===== src/rtl/abnormality_event_logger_if.sv =====
// Event record stream: head record plus valid/ready handshake.
// master = logger (valid, timestamp, warning, vector out; ready in).
interface abnormality_event_logger_if #(
  parameter int TS_WIDTH = 8
);
  logic                eventValid;
  logic                eventReady;
  logic [TS_WIDTH-1:0] eventTimestamp;
  logic [2:0]          eventWarning;
  logic [5:0]          eventVector;

  modport master (
    output eventValid,
    output eventTimestamp,
    output eventWarning,
    output eventVector,
    input  eventReady
  );

  modport slave (
    input  eventValid,
    input  eventTimestamp,
    input  eventWarning,
    input  eventVector,
    output eventReady
  );
endinterface


===== src/rtl/abnormality_event_logger.sv =====
// Timestamped abnormality/warning-escalation recorder with FWFT FIFO.
// Ports: clock, resetN, abnormalityVector/Warning, clearOverflow, evt stream, eventCount, overflow(Count).
module abnormality_event_logger #(
  parameter int DEPTH    = 8,
  parameter int TS_WIDTH = 8
) (
  input  logic                     clock,
  input  logic                     resetN,
  input  logic [5:0]               abnormalityVector,
  input  logic [2:0]               abnormalityWarning,
  input  logic                     clearOverflow,
  abnormality_event_logger_if.master evt,
  output logic [$clog2(DEPTH):0]   eventCount,
  output logic                     overflow,
  output logic [7:0]               overflowCount
);
  localparam int AW = $clog2(DEPTH);
  localparam int RW = TS_WIDTH + 9;

  logic [RW-1:0]       r_mem [DEPTH];
  logic [AW:0]         r_wptr;
  logic [AW:0]         r_rptr;
  logic [RW-1:0]       r_head;
  logic [5:0]          r_prevVector;
  logic [2:0]          r_prevWarning;
  logic [TS_WIDTH-1:0] r_ts;
  logic                r_overflow;
  logic [7:0]          r_ovfCount;

  logic          w_empty;
  logic          w_full;
  logic          w_trigger;
  logic          w_pop;
  logic          w_push;
  logic          w_drop;
  logic [RW-1:0] w_rec;
  logic [AW:0]   w_rptrNxt;
  logic [AW:0]   w_wptrNxt;
  logic [RW-1:0] w_headNxt;

  assign w_empty = (r_wptr == r_rptr);
  assign w_full  = (r_wptr[AW-1:0] == r_rptr[AW-1:0]) &&
                   (r_wptr[AW] != r_rptr[AW]);

  assign w_trigger = (|(abnormalityVector & ~r_prevVector)) ||
                     (abnormalityWarning > r_prevWarning);

  assign w_pop  = !w_empty && evt.eventReady;
  assign w_push = w_trigger && (!w_full || w_pop);
  assign w_drop = w_trigger && w_full && !w_pop;
  assign w_rec  = {r_ts, abnormalityWarning, abnormalityVector};

  assign w_rptrNxt = w_pop  ? r_rptr + 1'b1 : r_rptr;
  assign w_wptrNxt = w_push ? r_wptr + 1'b1 : r_wptr;

  // Head register holds the entry at the next read pointer; the
  // incoming record is bypassed when it lands in that very slot.
  // An empty FIFO keeps the last head visible.
  always_comb begin
    w_headNxt = r_head;
    if (w_rptrNxt != w_wptrNxt) begin
      if (w_push && (w_rptrNxt[AW-1:0] == r_wptr[AW-1:0]))
        w_headNxt = w_rec;
      else
        w_headNxt = r_mem[w_rptrNxt[AW-1:0]];
    end
  end

  always_ff @(posedge clock or negedge resetN) begin
    if (!resetN) begin
      for (int i = 0; i < DEPTH; i++)
        r_mem[i] <= '0;
      r_wptr        <= '0;
      r_rptr        <= '0;
      r_head        <= '0;
      r_prevVector  <= '0;
      r_prevWarning <= '0;
      r_ts          <= '0;
      r_overflow    <= 1'b0;
      r_ovfCount    <= '0;
    end else begin
      r_prevVector  <= abnormalityVector;
      r_prevWarning <= abnormalityWarning;
      r_ts          <= r_ts + 1'b1;
      if (w_push)
        r_mem[r_wptr[AW-1:0]] <= w_rec;
      r_wptr <= w_wptrNxt;
      r_rptr <= w_rptrNxt;
      r_head <= w_headNxt;
      if (clearOverflow) begin
        r_overflow <= 1'b0;
        r_ovfCount <= '0;
      end else if (w_drop) begin
        r_overflow <= 1'b1;
        if (r_ovfCount != 8'hFF)
          r_ovfCount <= r_ovfCount + 1'b1;
      end
    end
  end

  assign evt.eventValid     = !w_empty;
  assign evt.eventTimestamp = r_head[RW-1:9];
  assign evt.eventWarning   = r_head[8:6];
  assign evt.eventVector    = r_head[5:0];
  assign eventCount         = r_wptr - r_rptr;
  assign overflow           = r_overflow;
  assign overflowCount      = r_ovfCount;
endmodule


===== src/flat_wrapper.sv =====
// flat-port wrapper written by rule: the top's interface ports become plain ports
module abnormality_event_logger_flat 
#(
  parameter int DEPTH    = 8,
  parameter int TS_WIDTH = 8
)
  (clock, resetN, abnormalityVector, abnormalityWarning, clearOverflow, eventCount, overflow, overflowCount, evt_eventValid, evt_eventTimestamp, evt_eventWarning, evt_eventVector, evt_eventReady);
  abnormality_event_logger_if #(.TS_WIDTH(TS_WIDTH)) evt_i ();
  input  logic clock;
  input  logic resetN;
  input  logic [5:0] abnormalityVector;
  input  logic [2:0] abnormalityWarning;
  input  logic clearOverflow;
  output logic [$clog2(DEPTH):0] eventCount;
  output logic overflow;
  output logic [7:0] overflowCount;
  output wire logic [$bits(evt_i.eventValid)-1:0] evt_eventValid;
  output wire logic [$bits(evt_i.eventTimestamp)-1:0] evt_eventTimestamp;
  output wire logic [$bits(evt_i.eventWarning)-1:0] evt_eventWarning;
  output wire logic [$bits(evt_i.eventVector)-1:0] evt_eventVector;
  input wire logic [$bits(evt_i.eventReady)-1:0] evt_eventReady;
  assign evt_eventValid = evt_i.eventValid;
  assign evt_eventTimestamp = evt_i.eventTimestamp;
  assign evt_eventWarning = evt_i.eventWarning;
  assign evt_eventVector = evt_i.eventVector;
  assign evt_i.eventReady = evt_eventReady;
  abnormality_event_logger #(.DEPTH(DEPTH), .TS_WIDTH(TS_WIDTH)) u_core (.clock(clock), .resetN(resetN), .abnormalityVector(abnormalityVector), .abnormalityWarning(abnormalityWarning), .clearOverflow(clearOverflow), .evt(evt_i), .eventCount(eventCount), .overflow(overflow), .overflowCount(overflowCount));
endmodule

===== config.mk =====
export PLATFORM = sky130hd
export DESIGN_NAME = abnormality_event_logger_flat
export DESIGN_NICKNAME = d
export VERILOG_FILES = /design/src/rtl/abnormality_event_logger_if.sv /design/src/rtl/abnormality_event_logger.sv /design/src/flat_wrapper.sv
export SDC_FILE = /design/constraint.sdc
export NUM_CORES = 1
export LEC_CHECK = 0
export CAP_MARGIN = 20
export CORE_ASPECT_RATIO = 2
export CORE_MARGIN = 4
export CORE_UTILIZATION = 55
export CTS_CLUSTER_DIAMETER = 100
export DETAILED_ROUTE_END_ITERATION = 10
export PLACE_DENSITY_LB_ADDON = 0.25
export SYNTH_ARGS = -nofsm -noshare
export SYNTH_HDL_FRONTEND = slang
export SYNTH_SLANG_ARGS = --single-unit

===== constraint.sdc =====
create_clock -name clock -period 7.1 [get_ports clock]
set_clock_uncertainty 0.2 [all_clocks]
set_input_delay 1.42 -clock clock [delete_from_list [all_inputs] [get_ports clock]]
set_output_delay 1.42 -clock clock [all_outputs]
set_load 0.005 [all_outputs]

==> key figures <==
Floorplan
  – Initial Util: a little under three fifths
  – Ports: 44
  – CORE AREA: around 18000 µm²
  – Die Y: 200 µm
  – Row cnt: 69
  – Die X: ~100 µm
  – Die area: a little over 20000 µm²

Timing
  – Setup TNS: 0 ns
  – Period utilisation layout: between 70 and 80%
  – Min Clock Period, post-route: 5.17 ns
  – RSZ-0062 raised after global routing: false
  – Worst-margin pin slew: ~1.1 ns
  – Final setup fails: 0
  – Relative slew slack: about a quarter
  – Max Transition Viols Final: 0
  – Final Hold Fails: 0
  – Fmax: around 0.19 GHz

Clock tree
  – Post-CTS resize count: 0
  – Clock sinks: 187
  – CTS tree: built
  – CTS buffer count: 17
  – Clock slew at reported path FFs: roughly 0.07 ns
  – H-Tree Depth: 4
  – CTS Hold Buffers Added: 0
  – Postcts setup bufs: 0
  – Clock Latency Late Sink: about 0.43 ns
  – Root Buffer: clkbuf_16
  – CTS Buffer Depth: 2

Drt
  – First-pass DRT Iterations: 5
  – Final ANT Viol Nets: 0
  – DR vias: 6968
  – Post-DR wirelength/cell: between 20 and 25 µm
  – # DRC: 0
  – Vias per cell: 6.27
  – DRT iter0 DRCs: approximately 360
  – Total Wirelength: between 20000 and 25000 µm

Setup path
  – Worst path slowest cell: a21oi_1
  – Crit end category: flip-flop
  – Critical-path maximum fanout: 14
  – CP Launch Type: input port
  – Reg2reg start: u_core.r_rptr[1]
  – CP Class: input port to flip-flop
  – CP cell instances: clkdlybuf4s50_1 -> ha_1 -> nor2b_1 -> o21a_1 -> o21ai_0 -> a21oi_1 -> nand2_1 -> a211oi_4 -> buf_4 -> mux2_2 -> mux2_2
  – Worst stage delay on the critical path: roughly 0.74 ns
  – R2R Setup Slk: approximately 2.8 ns
  – Crit path DAT: roughly 5.3 ns
  – WP depth: 11
  – R2r endpoint: u_core.r_head[4]
  – Cell occurring most often along the worst timing path: mux2_2
  – WP buf/inv: 2
  – Worst EP required: about 7 ns
  – Reg2reg path depth: 11
  – Top delay family on crit path: compound AO/OA/AOI/OAI gates

Finish
  – Fraction of layout cells with a size suffix above 1: roughly 25%
  – Syn-to-layout area delta: 11.8%
  – Fin util: a little over three fifths
  – NumNets Final: between 900 and 1000

Flow run
  – Max capacitance violation total: 0

Worst hold path
  – Hold depth: 1
  – Worst Hold Endpoint: u_core.r_head[0]
  – Hold_sp: u_core.r_head[0]
  – Worst hold path type: flip-flop to flip-flop

Yosys
  – Sequential-to-total area share from yosys stat: 46.3%
  – Synth Flop Type: dfrtp_1
  – Cell area after synthesis: 10100 µm²
  – Syn nets: 896
  – Syn Area/Cell: around 12 µm²
  – Yosys Warn Count: 0
  – Asr flop ratio synth: between 90% and 100%
  – Unique masters post-synth: between 40 and 50
  – Synthesized instance count: roughly 870
  – Number of synthesized flops with an enable pin: 0
  – #FFs+latches synth: ~190

Placed design
  – RD Place Congestion: 0.848
  – Detail Placement HPWL: 15200 µm
  – Port Buffer Count: 43

Global route
  – Largest net degree at the start of global routing: between 100 and 150
  – Global-route wire length before repair: ~40000 µm
  – Total grt overflow: 0
  – Number of global-route vias before repair: around 7500
  – GRT Total Usage: 24.7%
  – Initial antenna violation count: 2

Pwr
  – Logic gate share of total power: between 50% and 60%
  – Sequential share of power: 30.4%
  – Clock network power share: between 10% and 20%
  – Leak: roughly 4.8 nW
  – Net Sw Frac: roughly two fifths
  – NetSw: roughly 2.4 mW
  – PD cells: ~540 nW/µm²
  – Max IR drop VDD: 0.000358 V
  – Internal power: between 3 and 4 mW

Outcome
  – Status: complete, no violations
==> through the flow <==
stage	total power, mW	hold slack [ns]	cells	area, µm²	setup WS [ns]
3_3_place_gp	4.99	0.279	1076	10700	1.70
6_report	6.10	0.304	1111	11300	1.93
5_1_grt	6.51	0.324	1111	11300	1.76
3_5_place_dp	5.15	0.291	1076	10700	1.57
2_1_floorplan	4.23	0.263	872	10100	2.55
4_1_cts	6.12	0.308	1108	11300	2.01
==> power groups by stage <==
| stage | clock (mW) | sequential (mW) | combinational, mW |
|---|---|---|---|
| final | 0.950 | 1.86 | 3.29 |
| after global routing | 1.01 | 1.91 | 3.59 |
| after global placement | 0 | 1.82 | 3.17 |
| after detailed placement | 0 | 1.87 | 3.29 |
| after CTS | 0.969 | 1.85 | 3.30 |
| after floorplan | 0 | 1.73 | 2.50 |
==> worst reg2reg max path: cells and delay by family, from the launching register on <==
family | cells | cell delay [ns]
and+or+nand+nor | 2 | 0.35
AOI/OAI and AO/OA | 2 | 0.96
xor gates and xnor gates | 2 | 0.61
buffers and inverters | 2 | 0.50
adders and majority gates | 1 | 0.30
muxes | 2 | 0.65
DFF | 1 | 0.63
==> cells in the mapped netlist (all sizes together), types with 9 or more instances <==
master | n | share of area (%)
a21oi | 71 | 3.5
dfrtp | 187 | 46
mux4 | 17 | 3.8
nand2 | 34 | 1.3
a211oi | 69 | 5.2
buf | 11 | 0.54
inv | 20 | 0.74
nor2b | 69 | 4.3
ha | 10 | 1.2
mux2i | 69 | 6.8
mux2 | 147 | 16
o21ai | 29 | 1.4
nor2 | 14 | 0.52
xnor2 | 15 | 1.4
clkbuf | 57 | 2.1
xor2 | 9 | 0.78
==> state kept, by name (all words and copies together) (netlist names) <==
register	cells
u_core.r_mem	136
u_core.r_head	17
u_core.overflowCount	8
u_core.r_ts	8
u_core.r_prevVector	6
u_core.r_rptr	4
u_core.r_wptr	4
u_core.r_prevWarning	3
u_core.overflow	1
==> worst max-delay path by stage <==
stage / from / endpoint / slack [ns]
after global routing: abnormalityWarning[1] / u_core.r_head[9] / 1.76
final: abnormalityWarning[1] / u_core.r_head[4] / 1.93
after global placement: abnormalityWarning[1] / u_core.r_head[4] / 1.70
after floorplan: u_core.r_rptr[1] / u_core.r_head[10] / 2.55
after CTS: abnormalityWarning[1] / u_core.r_head[4] / 2.01
after detailed placement: abnormalityWarning[1] / u_core.r_head[4] / 1.57
==> layout make-up <==
class                   count  area (µm²)
diodes                      2        5.00
clock buffers              19         443
clock inverters            13         144
fillers                  1409        6650
inverters                  20        75.1
multi-input cells         597        5110
flip-flops and latches    187        4680
well taps                 213         267
repair buffers             60         582
==> cells by family (layout without fill, tap and decap cells) <==
| logic type | Yosys count | after routing | share of synthesized area (%) |
|---|---|---|---|
| buffers and inverters | 88 | 112 | 3.40 |
| other | 0 | 2 | 0 |
| adder cells (fa/ha/maj) | 11 | 11 | 1.44 |
| multiplexers | 233 | 233 | 27.0 |
| AND/OR/NAND/NOR | 146 | 146 | 8.02 |
| AO/OA/AOI/OAI | 182 | 182 | 11.4 |
| XOR/XNOR | 25 | 25 | 2.45 |
| flip-flops | 187 | 187 | 46.3 |
==> cell usage in the layout, fill, tap and decap left out, types with 5 or more instances in the layout <==
cell               n
nand2_1           34
clkbuf_16         17
a211oi_1          68
inv_1             20
mux2i_1           69
ha_1               9
mux4_2            17
buf_4             16
a21oi_1           71
mux2_2           146
nor2b_1           69
and3_1             7
nor2_1            14
nand3_1            7
clkinv_4           5
xor2_1             9
o21ai_0           29
dfrtp_1          186
clkdlybuf4s50_1   42
xnor2_1           13
==> layer usage <==
metal | track usage, % | vias to the layer above | share of wire [%]
met4 | 11.8 | 0 | 4.2
met2 | 43.1 | 173 | 52
met3 | 3.35 | 58 | 3.3
li1 | - | 3192 | -
met1 | 30.4 | 3545 | 40
met5 | 0 | - | 0
No activity file was read; power rests on OpenSTA's default activity.
==> RTL change 1, RTL diff (config.mk and constraints unchanged) <==
Take the reset off `r_ts` and load it in a clocked block of its own.
--- a/src/rtl/abnormality_event_logger.sv
+++ b/src/rtl/abnormality_event_logger.sv
@@ -76,5 +76,4 @@
       r_prevVector  <= '0;
       r_prevWarning <= '0;
-      r_ts          <= '0;
       r_overflow    <= 1'b0;
       r_ovfCount    <= '0;
@@ -82,5 +81,4 @@
       r_prevVector  <= abnormalityVector;
       r_prevWarning <= abnormalityWarning;
-      r_ts          <= r_ts + 1'b1;
       if (w_push)
         r_mem[r_wptr[AW-1:0]] <= w_rec;
@@ -99,4 +97,8 @@
   end
 
+  always_ff @(posedge clock) begin
+    r_ts <= r_ts + 1'b1;
+  end
+
   assign evt.eventValid     = !w_empty;
   assign evt.eventTimestamp = r_head[RW-1:9];
Function: changed (Yosys sat finds a counterexample within 4 cycles, from zero or initial values and one cycle with resetN low).
==> RTL change 1 against the unedited design <==
First-iteration DRC count fell by 8.9%; largest cell class unchanged; via count is 1.5% higher; power down 6.9%; highest routed layer unchanged; global-route usage is 0.66 points lower; wire length rose by 1.3%; setup slack better by 250 ps; die area grew 1.5%; sequential cell count is the same; final area rose by 1.1%; area after synthesis up 1.6%; sequential share of layout area is 0.80 points lower; register-to-register slack worse by 550 ps.
==> RTL change 1: results (changes against the unedited design) <==
* Setup crit start: evt_eventReady (was abnormalityWarning[1])
* Area contributors post-synth: dfrtp_1 44%, mux2_2 14%, mux2i_1 6.7%, a211oi_1 5.0%, nor2b_1 4.2% (was dfrtp_1 46%, mux2_2 16%, mux2i_1 6.8%, a211oi_1 5.0%, nor2b_1 4.3%)
* # nets final at 910 (was 907)
* Hold path start: u_core.r_mem[35] (was u_core.r_head[0])
* Synth Area in Adders at 1.412% (was 1.435%)
* Post-Synth XOR/XNOR Area at 2.434% (was 2.450%)
* Total vias in the final route at 7076 (was 6968)
* Synth Area in Compound Gates at 11.21% (was 11.41%)
* Share of cells above drive strength 1 at 25.47% (was 25.11%)
* Post-CTS Setup Repair Bufs at 0 (unchanged)
* Max IR drop VDD at 0.3288 mV (was 0.3585 mV)
* Antenna Cells at 0 (was 2)
* Comb power frac at 52.0% (was 54.0%)
* Fraction of the yosys area taken by sequential cells at 45.13% (was 46.27%)
* Detailed Place HPWL at 15480 um (was 15240 um)
* Crit path max-delay family: simple AND/OR/NAND/NOR gates (was compound AO/OA/AOI/OAI gates)
* Slew headroom at 23.76% (was 26.33%)
* Distinct cells, synth at 54 (was 46)
* DR WL/cell at 22.11 um (was 21.91 um)
* Sink of the worst hold path: u_core.r_mem[35] (was u_core.r_head[0])
* Root Buffer: clkbuf_16 (unchanged)
* Vias in the first global route at 7565 (was 7484)
* Met3 Resource Use GR at 3.884% (was 3.347%)
* 1st-iter DRT viols at 327 (was 359)
* CP Data Arrival Time at 5040 ps (was 5280 ps)
* Synth Net Count at 903 (was 896)
* Global routing usage on met1 at 27.25% (was 30.39%)
* Worst-path clk slew at 70 ps (about the same)
* Hold path depth at 2 (was 1)
* Sequential power share at 29.5% (was 30.4%)
* Antenna violations before repair at 0 (was 2)
* Pleak at 5.040 nW (was 4.755 nW)
* Share of synthesized registers carrying an async set or reset at 95.72% (was 100.0%)
* Status: finished, final reports clean (unchanged)
* FILL cells at 1406 (was 1409)
* FF-to-FF setup slack at 2230 ps (was 2780 ps)
* Pin count of the biggest net entering global routing at 100 (was 107)
* Tot GR Track Use at 23.99% (was 24.66%)
* DR pass1 iterations at 4 (was 5)
* Crit-path max cell delay at 940 ps (was 740 ps)
* Post-synthesis mux area share at 27.20% (was 27.02%)
* CP max-delay cell: nor3_4 (was a21oi_1)
* Net switching fraction of the power at 38.27% (was 39.10%)
* Global Route met2 Usage at 43.71% (was 43.06%)
==> RTL change 1: per-layer routing <==
metal / up-vias / routed length [um]
li1: 3209 / -
met1: 3664 / 9696
met2: 148 / 13280
met3: 55 / 814
met4: 0 / 863
met5: - / 0
==> RTL change 1: final cells by class <==
class | instances | area, sq um | area share [%]
multi-input cells | 601 | 5223 | 45.68
flip-flops and latches | 187 | 4643 | 40.62
repair buffers | 58 | 564.3 | 4.936
clock buffers | 22 | 464.2 | 4.060
well taps | 216 | 270.3 | 2.364
clock inverters | 10 | 188.9 | 1.653
inverters | 21 | 78.83 | 0.6895
==> RTL change 1: per-stage QoR <==
stage,cells,power (mW),area (sq um),setup slack (ps),hold slack (ps)
detailed placement,1082,4.624,10750,1807,288.9
global route,1115,5.995,11430,1971,335.7
finish,1115,5.681,11430,2178,305.9
floorplan,879,3.847,10280,2968,240.9
CTS,1114,5.703,11400,2219,304.3
global placement,1082,4.491,10750,1854,277.6
==> RTL change 2, RTL diff (config.mk and constraints unchanged) <==
Made on the original files. `TS_WIDTH` is set to 8 in 3 places; all go to 9.
--- a/src/rtl/abnormality_event_logger_if.sv
+++ b/src/rtl/abnormality_event_logger_if.sv
@@ -2,5 +2,5 @@
 // master = logger (valid, timestamp, warning, vector out; ready in).
 interface abnormality_event_logger_if #(
-  parameter int TS_WIDTH = 8
+  parameter int TS_WIDTH = 9
 );
   logic                eventValid;
--- a/src/rtl/abnormality_event_logger.sv
+++ b/src/rtl/abnormality_event_logger.sv
@@ -3,5 +3,5 @@
 module abnormality_event_logger #(
   parameter int DEPTH    = 8,
-  parameter int TS_WIDTH = 8
+  parameter int TS_WIDTH = 9
 ) (
   input  logic                     clock,
--- a/src/flat_wrapper.sv
+++ b/src/flat_wrapper.sv
@@ -3,5 +3,5 @@
 #(
   parameter int DEPTH    = 8,
-  parameter int TS_WIDTH = 8
+  parameter int TS_WIDTH = 9
 )
   (clock, resetN, abnormalityVector, abnormalityWarning, clearOverflow, eventCount, overflow, overflowCount, evt_eventValid, evt_eventTimestamp, evt_eventWarning, evt_eventVector, evt_eventReady);
Ports: changed (resized evt_eventTimestamp); port bits go from 44 to 45. No check against the original RTL was run, so the function may have changed too.
==> RTL change 2 against the unedited design <==
Wire length down 0.65%; area after synthesis up 6.2%; setup slack improved by 260 ps; combinational power grew 2%; highest routed layer unchanged; non-clock buffer count unchanged; critical path depth fell by 1; first-iteration DRC count shrank 14%; sequential cell count rose by 10; via count increased by 3.0%; synthesized cell count up 6.0%; power up 4.4%; final area increased by 5.8%.
==> RTL change 2: results (changes against the unedited design) <==
* Share of synthesized registers carrying an async set or reset at 100.0% (unchanged)
* Detailed Place HPWL at 15170 um (was 15240 um)
* Max Root-Sink Buffers at 2 (unchanged)
* Post-Synth XOR/XNOR Area at 2.725% (was 2.450%)
* Commonest cells in the netlist: 197 x dfrtp_1, 139 x mux2_2, 76 x a21oi_1 (was 187 x dfrtp_1, 146 x mux2_2, 71 x a21oi_1)
* Post-synthesis mux area share at 26.63% (was 27.02%)
* PortBufs at 44 (was 43)
* CP Data Arrival Time at 5040 ps (was 5280 ps)
* Synth Area in Compound Gates at 11.19% (was 11.41%)
* Antenna Cells at 0 (was 2)
* Root Buffer: clkbuf_16 (unchanged)
* Net switching fraction of the power at 37.71% (was 39.10%)
* Tot GR Track Use at 23.11% (was 24.66%)
* Clk_lat worst skew at 450 ps (was 430 ps)
* 1st-iter DRT viols at 308 (was 359)
* Most flop-heavy register: u_core.r_mem (unchanged)
* # nets final at 952 (was 907)
* DR pass1 iterations at 5 (unchanged)
* Crit path max-delay family: simple AND/OR/NAND/NOR gates (was compound AO/OA/AOI/OAI gates)
* Via-per-instance ratio at 5.982 (was 6.272)
* FF-to-FF path depth at 10 (was 11)
* Ys Warns at 0 (unchanged)
* NetSw at 2.402 mW (was 2.386 mW)
* Pleak at 5.100 nW (was 4.755 nW)
* Antenna violations before repair at 0 (was 2)
* Share of cells above drive strength 1 at 24.55% (was 25.11%)
* WL final at 24180 um (was 24340 um)
* Hold path depth at 2 (was 1)
* Fraction of the yosys area taken by sequential cells at 45.88% (was 46.27%)
* GPL Wtd Cong at 0.8044 (was 0.8482)
* Top Registers: u_core.r_mem x144, u_core.r_head x18, u_core.r_ts x9 (was u_core.r_mem x136, u_core.r_head x17)
* Distinct cells, synth at 52 (was 46)
* Worst-path clk slew at 70 ps (about the same)
* Cell Area, Placed at 11320 sq um (was 10690 sq um)
* Hold crit path type: reg2reg (unchanged)
* Sequential power at 1.96 mW (was 1.86 mW)
* First-pass GRT wire length at 39010 um (was 40100 um)
* Vias in the first global route at 7388 (was 7484)
* Worst slack, placed at 1759 ps (was 1575 ps)
* Synth Net Count at 948 (was 896)
* Mapped Avg Cell Area at 11.63 sq um (was 11.60 sq um)
* Pin count of the biggest net entering global routing at 80 (was 107)
* Area contributors post-synth: dfrtp_1 46%, mux2_2 15%, mux2i_1 6.9%, a211oi_1 5.1%, nor2b_1 4.3% (was dfrtp_1 46%, mux2_2 16%, mux2i_1 6.8%, a211oi_1 5.0%, nor2b_1 4.3%)
* Crit-path max FO at 41 (was 14)
* Max IR drop VDD at 0.6027 mV (was 0.3585 mV)
* CP max-delay cell: dfrtp_4 (was a21oi_1)
* Slew headroom at 23.45% (was 26.33%)
* Resized Gates After CTS at 0 (unchanged)
* Post-route insts no fill at 1200 (was 1111)
* Crit-path max cell delay at 940 ps (was 740 ps)
* H-tree levels at 4 (unchanged)
* Clock power share at 16.3% (was 15.6%)
* Status: finished, final reports clean (unchanged)
* Synth Area in Adders at 1.351% (was 1.435%)
RTL change 2: per-layer routing:
metal  wire [um]  GRT usage (%)  share of wire [%]  up-vias
met3         669          4.050                2.8       45
li1            -              -                  -     3358
met5           0              0                  0        -
met4         794          9.739                3.3        0
met2       12870          40.17                 53      131
met1        9843          28.12                 41     3644
RTL change 2: final cells by class:
class | count | area (sq um)
multi-input combinational | 630 | 5420
clock buffer | 24 | 491.7
fill | 1561 | 7316
inverter | 22 | 82.58
tap | 259 | 324.1
timing repair buffer | 60 | 564.3
clock inverter | 8 | 146.4
sequential | 197 | 4933
RTL change 2: worst paths after layout:
check	startpoint	slack, ps	endpoint
worst max register to register	u_core.r_rptr[1]	2190	u_core.r_head[9]
worst max-delay path	u_core.r_rptr[1]	2190	u_core.r_head[9]
max in group asynchronous	resetN	4650	u_core.r_mem[94]
worst min-delay path	u_core.r_mem[112]	300	u_core.r_mem[112]
worst min register to register	u_core.r_mem[112]	300	u_core.r_mem[112]
min in group asynchronous	resetN	790	u_core.r_mem[141]
